[config.mk]
export PLATFORM = sky130hd
export DESIGN_NAME = fifo_drain_flat
export DESIGN_NICKNAME = d
export VERILOG_FILES = /design/src/rtl/fifo_pkg.sv /design/src/rtl/fifo_drain_if.sv /design/src/rtl/fifo_drain_buf.sv /design/src/rtl/fifo_drain.sv /design/src/flat_wrapper.sv
export SDC_FILE = /design/constraint.sdc
export NUM_CORES = 1
export LEC_CHECK = 0
export CORE_ASPECT_RATIO = 1.25
export CORE_MARGIN = 5
export CORE_UTILIZATION = 50
export CTS_CLUSTER_DIAMETER = 80
export CTS_CLUSTER_SIZE = 24
export DETAILED_ROUTE_END_ITERATION = 7
export PLACE_DENSITY = 0.83
export SKIP_LAST_GASP = 1
export SLEW_MARGIN = 10
export SYNTH_ARGS = -nofsm -noshare
export SYNTH_HDL_FRONTEND = slang
export SYNTH_HIERARCHICAL = 1
export SYNTH_SLANG_ARGS = --single-unit
export TNS_END_PERCENT = 50
[constraint.sdc]
create_clock -name clk -period 3 [get_ports clk]
set_input_delay 0.45 -clock clk [delete_from_list [all_inputs] [get_ports clk]]
set_output_delay 0.45 -clock clk [all_outputs]
set_load 0.05 [all_outputs]
[src/rtl/fifo_pkg.sv]
// Shared types and defaults for the FIFO control and its read-side drain controller.
package fifo_pkg;

    typedef enum logic [1:0] {
        IDLE   = 2'd0,
        ACTIVE = 2'd1,
        DRAIN  = 2'd2
    } drain_state_t;

    localparam int WIDTH     = 4;
    localparam int CNT_WIDTH = 8;

endpackage

[src/rtl/fifo_drain_if.sv]
// FIFO read port plus downstream valid/ready sink, bundled for the drain controller.
interface fifo_drain_if
    import fifo_pkg::*;
#(
    parameter int width = WIDTH
);
    logic             read;
    logic             empty;
    logic [width-1:0] front_data;
    logic             out_valid;
    logic             out_ready;
    logic [width-1:0] out_data;

    modport master (
        output read,
        input  empty,
        input  front_data,
        output out_valid,
        input  out_ready,
        output out_data
    );

    modport slave (
        input  read,
        output empty,
        output front_data,
        input  out_valid,
        output out_ready,
        input  out_data
    );
endinterface

[src/rtl/fifo_drain_buf.sv]
// Two-entry ordered output buffer; head is always the oldest word.
// Push and pop may coincide; the head only changes on a pop or a push into an empty buffer.
module fifo_drain_buf #(
    parameter int width = 4
) (
    input  logic             clk,
    input  logic             reset,
    input  logic             i_push,
    input  logic [width-1:0] i_push_data,
    input  logic             i_pop,
    output logic [width-1:0] o_head,
    output logic [1:0]       o_occ
);

    logic [width-1:0] r_head;
    logic [width-1:0] r_tail;
    logic [1:0]       r_occ;
    logic             w_pop;
    logic             w_push;

    assign w_pop  = i_pop & (r_occ != 2'd0);
    assign w_push = i_push & ((r_occ != 2'd2) | w_pop);

    always_ff @(posedge clk) begin
        if (reset) begin
            r_head <= '0;
            r_tail <= '0;
            r_occ  <= 2'd0;
        end else begin
            case ({w_push, w_pop})
                2'b11: begin
                    // Surviving entry (if any) moves to head, new word lands behind it.
                    if (r_occ == 2'd2) begin
                        r_head <= r_tail;
                        r_tail <= i_push_data;
                    end else begin
                        r_head <= i_push_data;
                    end
                end
                2'b01: begin
                    r_head <= r_tail;
                    r_occ  <= r_occ - 2'd1;
                end
                2'b10: begin
                    if (r_occ == 2'd0) begin
                        r_head <= i_push_data;
                    end else begin
                        r_tail <= i_push_data;
                    end
                    r_occ <= r_occ + 2'd1;
                end
                default: ;
            endcase
        end
    end

    assign o_head = r_head;
    assign o_occ  = r_occ;

endmodule

[src/rtl/fifo_drain.sv]
// Issues read pulses to the FIFO and streams returned words in order to a valid/ready sink.
// Word appears two cycles after its read; credits cap outstanding words at two, so the sink may stall freely.
module fifo_drain
    import fifo_pkg::*;
#(
    parameter int width     = WIDTH,
    parameter int cnt_width = CNT_WIDTH
) (
    input  logic                 clk,
    input  logic                 reset,
    input  logic                 i_enable,
    output logic                 o_busy,
    output logic [cnt_width-1:0] o_words_out,
    fifo_drain_if.master         bus
);

    drain_state_t         r_state;
    logic                 r_inflight;
    logic [cnt_width-1:0] r_words_out;

    logic [1:0]       w_occ;
    logic [width-1:0] w_head;
    logic             w_pop;
    logic             w_read;
    logic [2:0]       w_credit;
    logic             w_occ_next_zero;

    // Occupancy after this edge: current entries plus the capture, minus the pop.
    assign w_credit        = {1'b0, w_occ} + {2'b00, r_inflight} - {2'b00, w_pop};
    assign w_occ_next_zero = (w_credit == 3'd0);

    assign w_pop  = bus.out_valid & bus.out_ready;
    assign w_read = i_enable & ~bus.empty & (r_state != DRAIN) & (w_credit < 3'd2);

    fifo_drain_buf #(
        .width (width)
    ) u_buf (
        .clk         (clk),
        .reset       (reset),
        .i_push      (r_inflight),
        .i_push_data (bus.front_data),
        .i_pop       (w_pop),
        .o_head      (w_head),
        .o_occ       (w_occ)
    );

    always_ff @(posedge clk) begin
        if (reset) begin
            r_state     <= IDLE;
            r_inflight  <= 1'b0;
            r_words_out <= '0;
        end else begin
            r_inflight <= w_read;
            if (w_pop) begin
                r_words_out <= r_words_out + cnt_width'(1);
            end
            case (r_state)
                IDLE: begin
                    if (i_enable & ~bus.empty) begin
                        r_state <= ACTIVE;
                    end
                end
                ACTIVE: begin
                    if (!i_enable) begin
                        r_state <= ((w_occ != 2'd0) | r_inflight) ? DRAIN : IDLE;
                    end else if (bus.empty & (w_occ == 2'd0) & ~r_inflight & ~w_read) begin
                        r_state <= IDLE;
                    end
                end
                DRAIN: begin
                    if (i_enable) begin
                        r_state <= ACTIVE;
                    end else if (w_occ_next_zero) begin
                        r_state <= IDLE;
                    end
                end
                default: r_state <= IDLE;
            endcase
        end
    end

    assign bus.read      = w_read;
    assign bus.out_valid = (w_occ != 2'd0);
    assign bus.out_data  = w_head;
    assign o_busy        = (r_state != IDLE);
    assign o_words_out   = r_words_out;

endmodule

[src/flat_wrapper.sv]
// flat-port wrapper written by rule: the top's interface ports become plain ports
module fifo_drain_flat import fifo_pkg::*;
#(
    parameter int width     = WIDTH,
    parameter int cnt_width = CNT_WIDTH
)
  (clk, reset, i_enable, o_busy, o_words_out, bus_read, bus_empty, bus_front_data, bus_out_valid, bus_out_ready, bus_out_data);
  fifo_drain_if #(.width(width)) bus_i ();
  input  logic clk;
  input  logic reset;
  input  logic i_enable;
  output logic o_busy;
  output logic [cnt_width-1:0] o_words_out;
  output wire logic [$bits(bus_i.read)-1:0] bus_read;
  input wire logic [$bits(bus_i.empty)-1:0] bus_empty;
  input wire logic [$bits(bus_i.front_data)-1:0] bus_front_data;
  output wire logic [$bits(bus_i.out_valid)-1:0] bus_out_valid;
  input wire logic [$bits(bus_i.out_ready)-1:0] bus_out_ready;
  output wire logic [$bits(bus_i.out_data)-1:0] bus_out_data;
  assign bus_read = bus_i.read;
  assign bus_i.empty = bus_empty;
  assign bus_i.front_data = bus_front_data;
  assign bus_out_valid = bus_i.out_valid;
  assign bus_i.out_ready = bus_out_ready;
  assign bus_out_data = bus_i.out_data;
  fifo_drain #(.width(width), .cnt_width(cnt_width)) u_core (.clk(clk), .reset(reset), .i_enable(i_enable), .o_busy(o_busy), .o_words_out(o_words_out), .bus(bus_i));
endmodule
==> run_results.csv, run 1 <==
group,metric,value,unit
grt,grt_start_max_net_pins,26,
synth,avgSynthCellArea,9.204,um^2
grt,grt_use_total,0.1692,
critical_path,arrival,2.50,ns
route,first_pass_iters,4,
clocking,h-tree-depth,1,
timing,fin_crit,2.949,ns
power_and_ir_drop,power_density,347.1,nW/um^2
timing,hold_viol_final,0,
finish,antenna_cells,0,
critical_path,rr_startpoint,"u_core/u_buf/o_occ[0]$_SDFFE_PP0N_",
flow_run,maxCapViolations,0,
synth,syn_area,1215,um^2
finish,fin_nets,176,
route,drt_iter0_markers,20,
critical_path,crit_type,"reg -> out",
timing,rsz0062_at_grt,"yes",
route,vias_per_cell,5.621,
worst_hold_path,min_path_type,"reg -> reg",
clocking,worstSkewPairLatency,0.30,ns
critical_path,crit_path_start_kind,"flip-flop",
finish,drive_above_1_share,0.2222,
power_and_ir_drop,p_leak,0.5789,nW
route,vias,1096,
synth,synthTopCellsByCount,"dfxtp_1 (21), nand2b_1 (11), a21oi_1 (8)",
synth,synth_top_area_frac,0.3460,
synth,ys.flop_type,"dfxtp_1",
synth,yosysWarnings,6,
placement,portBuffers,23,
finish,nFillCells,193,
timing,final-setup-viol-count,0,
clocking,path_clk_slew,0.12,ns
synth,synthCells,132,
finish,final_area,1617,um^2
clocking,numCtsBuffers,3,
placement,hpwl,1.887,mm
placement,place_area,1511,um^2
synth,postSynthNetCount,145,
clocking,cts.sinks,21,
timing,relSlewSlack,0.4693,
synth,synth_area_leaders,"dfxtp_1 (35%), mux2i_1 (5.8%), nand2b_1 (5.7%), a21oi_1 (3.3%), ha_1 (3.1%)",
timing,tightest_slew,0.7936,ns
grt,grt_overflow,0,
floorplanning,dieArea,3522,um^2
timing,clock_skew,0.008149,ns
synth,yosysMostFrequentCell,"dfxtp_1",
route,drc,0,
clocking,clk_path_buf_depth,2,
critical_path,cp_slowest_cell,"dfxtp_4",
clocking,cts_tree,"yes",
grt,antenna_found_initial,0,
timing,max_freq,0.3391,GHz
timing,slew_viol_final,0,
route,wl_per_cell,13.82,um
critical_path,crit_path_end_kind,"primary output",
critical_path,slowest_delay,0.38,ns
power_and_ir_drop,irDropWorstVdd,0.2679,mV
critical_path,path_cells,"o21ai_4, inv_2, ha_4, inv_4, ha_4, inv_2, fa_2, xnor2_2, nand2_2, nor4b_4, buf_12",
synth,synth.largest_area_cell,"dfxtp_1",
synth,ys_types,45,
floorplanning,die_h,65.11,um
grt,grt_pass1_wl,4.540,mm
floorplanning,die_width,54.09,um
finish,syn_to_final_growth,33.06,%
synth,synthArstFlopShare,0,
placement,gp_congestion,0.8606,
worst_hold_path,min_from,"u_core/o_words_out[7]$_SDFFE_PP0P_",
critical_path,crit_path_start,"u_core/u_buf/o_occ[0]$_SDFFE_PP0N_",
power_and_ir_drop,power.total,0.5611,mW
floorplanning,ios,24,
route,ant_nets,0,
critical_path,path_max_fanout,4,
clocking,cts_root_buffer,"clkbuf_4",
critical_path,crit_required,2.55,ns
synth,synth_edf_count,0,
grt,grt_pass1_vias,1085,
timing,period_share,0.9831,
synth,synth_seq_cells,21,
finish,final_util,0.6800,
floorplanning,core,2377,um^2
route,routed_wl,2.695,mm
floorplanning,rows,20,
status,status,"complete, no violations",
synth,ys_seq_area_frac,0.3460,
floorplanning,start_util,0.5111,
kinds of logic (layout without fill, tap and decap cells):
family | count (synthesis) | count (layout) | synth area share
flip-flops | 21 | 21 | 0.3460
AO/OA/AOI/OAI | 27 | 27 | 0.1710
adder cells (fa/ha/maj) | 4 | 4 | 0.04738
multiplexers | 10 | 10 | 0.08548
buffers and inverters | 12 | 42 | 0.05459
XOR/XNOR | 4 | 4 | 0.02884
AND/OR/NAND/NOR | 54 | 54 | 0.2667
state kept, by name, summed over array words and instances (netlist names):
name / cells
u_core/o_words_out: 8
u_core/u_buf/r_tail: 4
u_core/r_inflight: 1
u_core/r_state: 2
u_core/u_buf/o_occ: 2
u_core/u_buf/o_head: 4
power breakdown:
group          total (mW)  leakage [nW]  internal (mW)  switching [mW]
Sequential          0.292         0.171          0.286         0.00646
Combinational       0.135         0.393         0.0621          0.0732
Clock               0.133        0.0150         0.0518          0.0816
final timing paths:
| kind | endpoint | slack [ns] | cells past startpoint |
|---|---|---|---|
| worst min register to register | u_core/o_words_out[7]$_SDFFE_PP0P_ | 0.49 | 2 |
| worst max register to register | u_core/r_inflight$_SDFF_PP0_ | 0.83 | 11 |
| worst min-delay path | u_core/o_words_out[7]$_SDFFE_PP0P_ | 0.49 | 2 |
| worst max-delay path | bus_read | 0.05 | 11 |
metal layers:
| layer | up-vias | GRT usage | share of wire |
|---|---|---|---|
| li1 | 540 | - | - |
| met1 | 533 | 0.1903 | 0.41 |
| met2 | 19 | 0.3045 | 0.54 |
| met3 | 4 | 0.03628 | 0.040 |
| met4 | 0 | 0.05607 | 0.0071 |
| met5 | - | 0 | 0 |
through the flow:
stage / hold slack (ns) / setup WS, ns / setup TNS [ns] / instances
6_report: 0.4861 / 0.05061 / 0 / 195
2_1_floorplan: 0.4451 / 0.004164 / 0 / 132
3_3_place_gp: 0.4559 / -0.2163 / -0.2163 / 186
3_5_place_dp: 0.4764 / -0.2866 / -0.2866 / 186
4_1_cts: 0.4921 / 0.01784 / 0 / 193
5_1_grt: 0.5230 / -0.03262 / -0.03262 / 195
worst max-delay path, delay by kind of cell (launching register included):
| family | cells | cell delay (ns) |
|---|---|---|
| fa+ha+maj | 3 | 0.69 |
| compound gates | 1 | 0.15 |
| buf+inv | 4 | 0.32 |
| flops | 1 | 0.38 |
| xor+xnor | 1 | 0.21 |
| simple gates | 2 | 0.43 |
timing repair:
action	4_1_cts	5_1_grt
endpoints found under the setup margin	1	1
buffers inserted	3	2
gates cloned	0	0
hold buffers	0	0
resized for setup	4	8
pin swaps	3	5
area by class of cell:
class,count,area (um^2),area share
inverters,5,21.27,0.01316
well taps,33,41.29,0.02554
multi-input cells,99,788.3,0.4876
repair buffers,33,314.1,0.1943
clock buffers,4,26.28,0.01625
flip-flops and latches,21,425.4,0.2632
layout by cell type, fill, tap and decap left out, types with 2 or more instances in the layout:
cell type / Yosys / layout
a211oi_1: 4 / 4
a21oi_1: 8 / 8
buf_4: 1 / 10
clkbuf_4: 0 / 3
clkdlybuf4s50_1: 0 / 21
dfxtp_1: 21 / 19
ha_4: 0 / 2
inv_1: 5 / 2
inv_2: 0 / 2
mux2_2: 3 / 3
mux2i_1: 7 / 7
nand2_1: 7 / 6
nand2b_1: 11 / 11
nand3b_1: 2 / 2
nand4_1: 2 / 2
nor2_1: 7 / 7
nor2b_1: 2 / 2
nor3_1: 2 / 2
nor3b_1: 3 / 3
nor4_1: 4 / 4
o21ai_0: 3 / 3
o22ai_1: 2 / 2
o31ai_1: 2 / 2
or2_2: 2 / 2
or3_1: 2 / 2
or4_1: 2 / 2
xor2_1: 3 / 3
No activity file was read; power rests on OpenSTA's default activity.
==> inputs of run 2 (changes only) <==
--- a/config.mk
+++ b/config.mk
@@ -13,7 +13,7 @@
 export DETAILED_ROUTE_END_ITERATION = 7
 export PLACE_DENSITY = 0.83
 export SKIP_LAST_GASP = 1
-export SLEW_MARGIN = 10
+export SLEW_MARGIN = 30
 export SYNTH_ARGS = -nofsm -noshare
 export SYNTH_HDL_FRONTEND = slang
 export SYNTH_HIERARCHICAL = 1
==> results of run 2 <==
No change in the layout: final DEF, timing and power equal those of run 1.
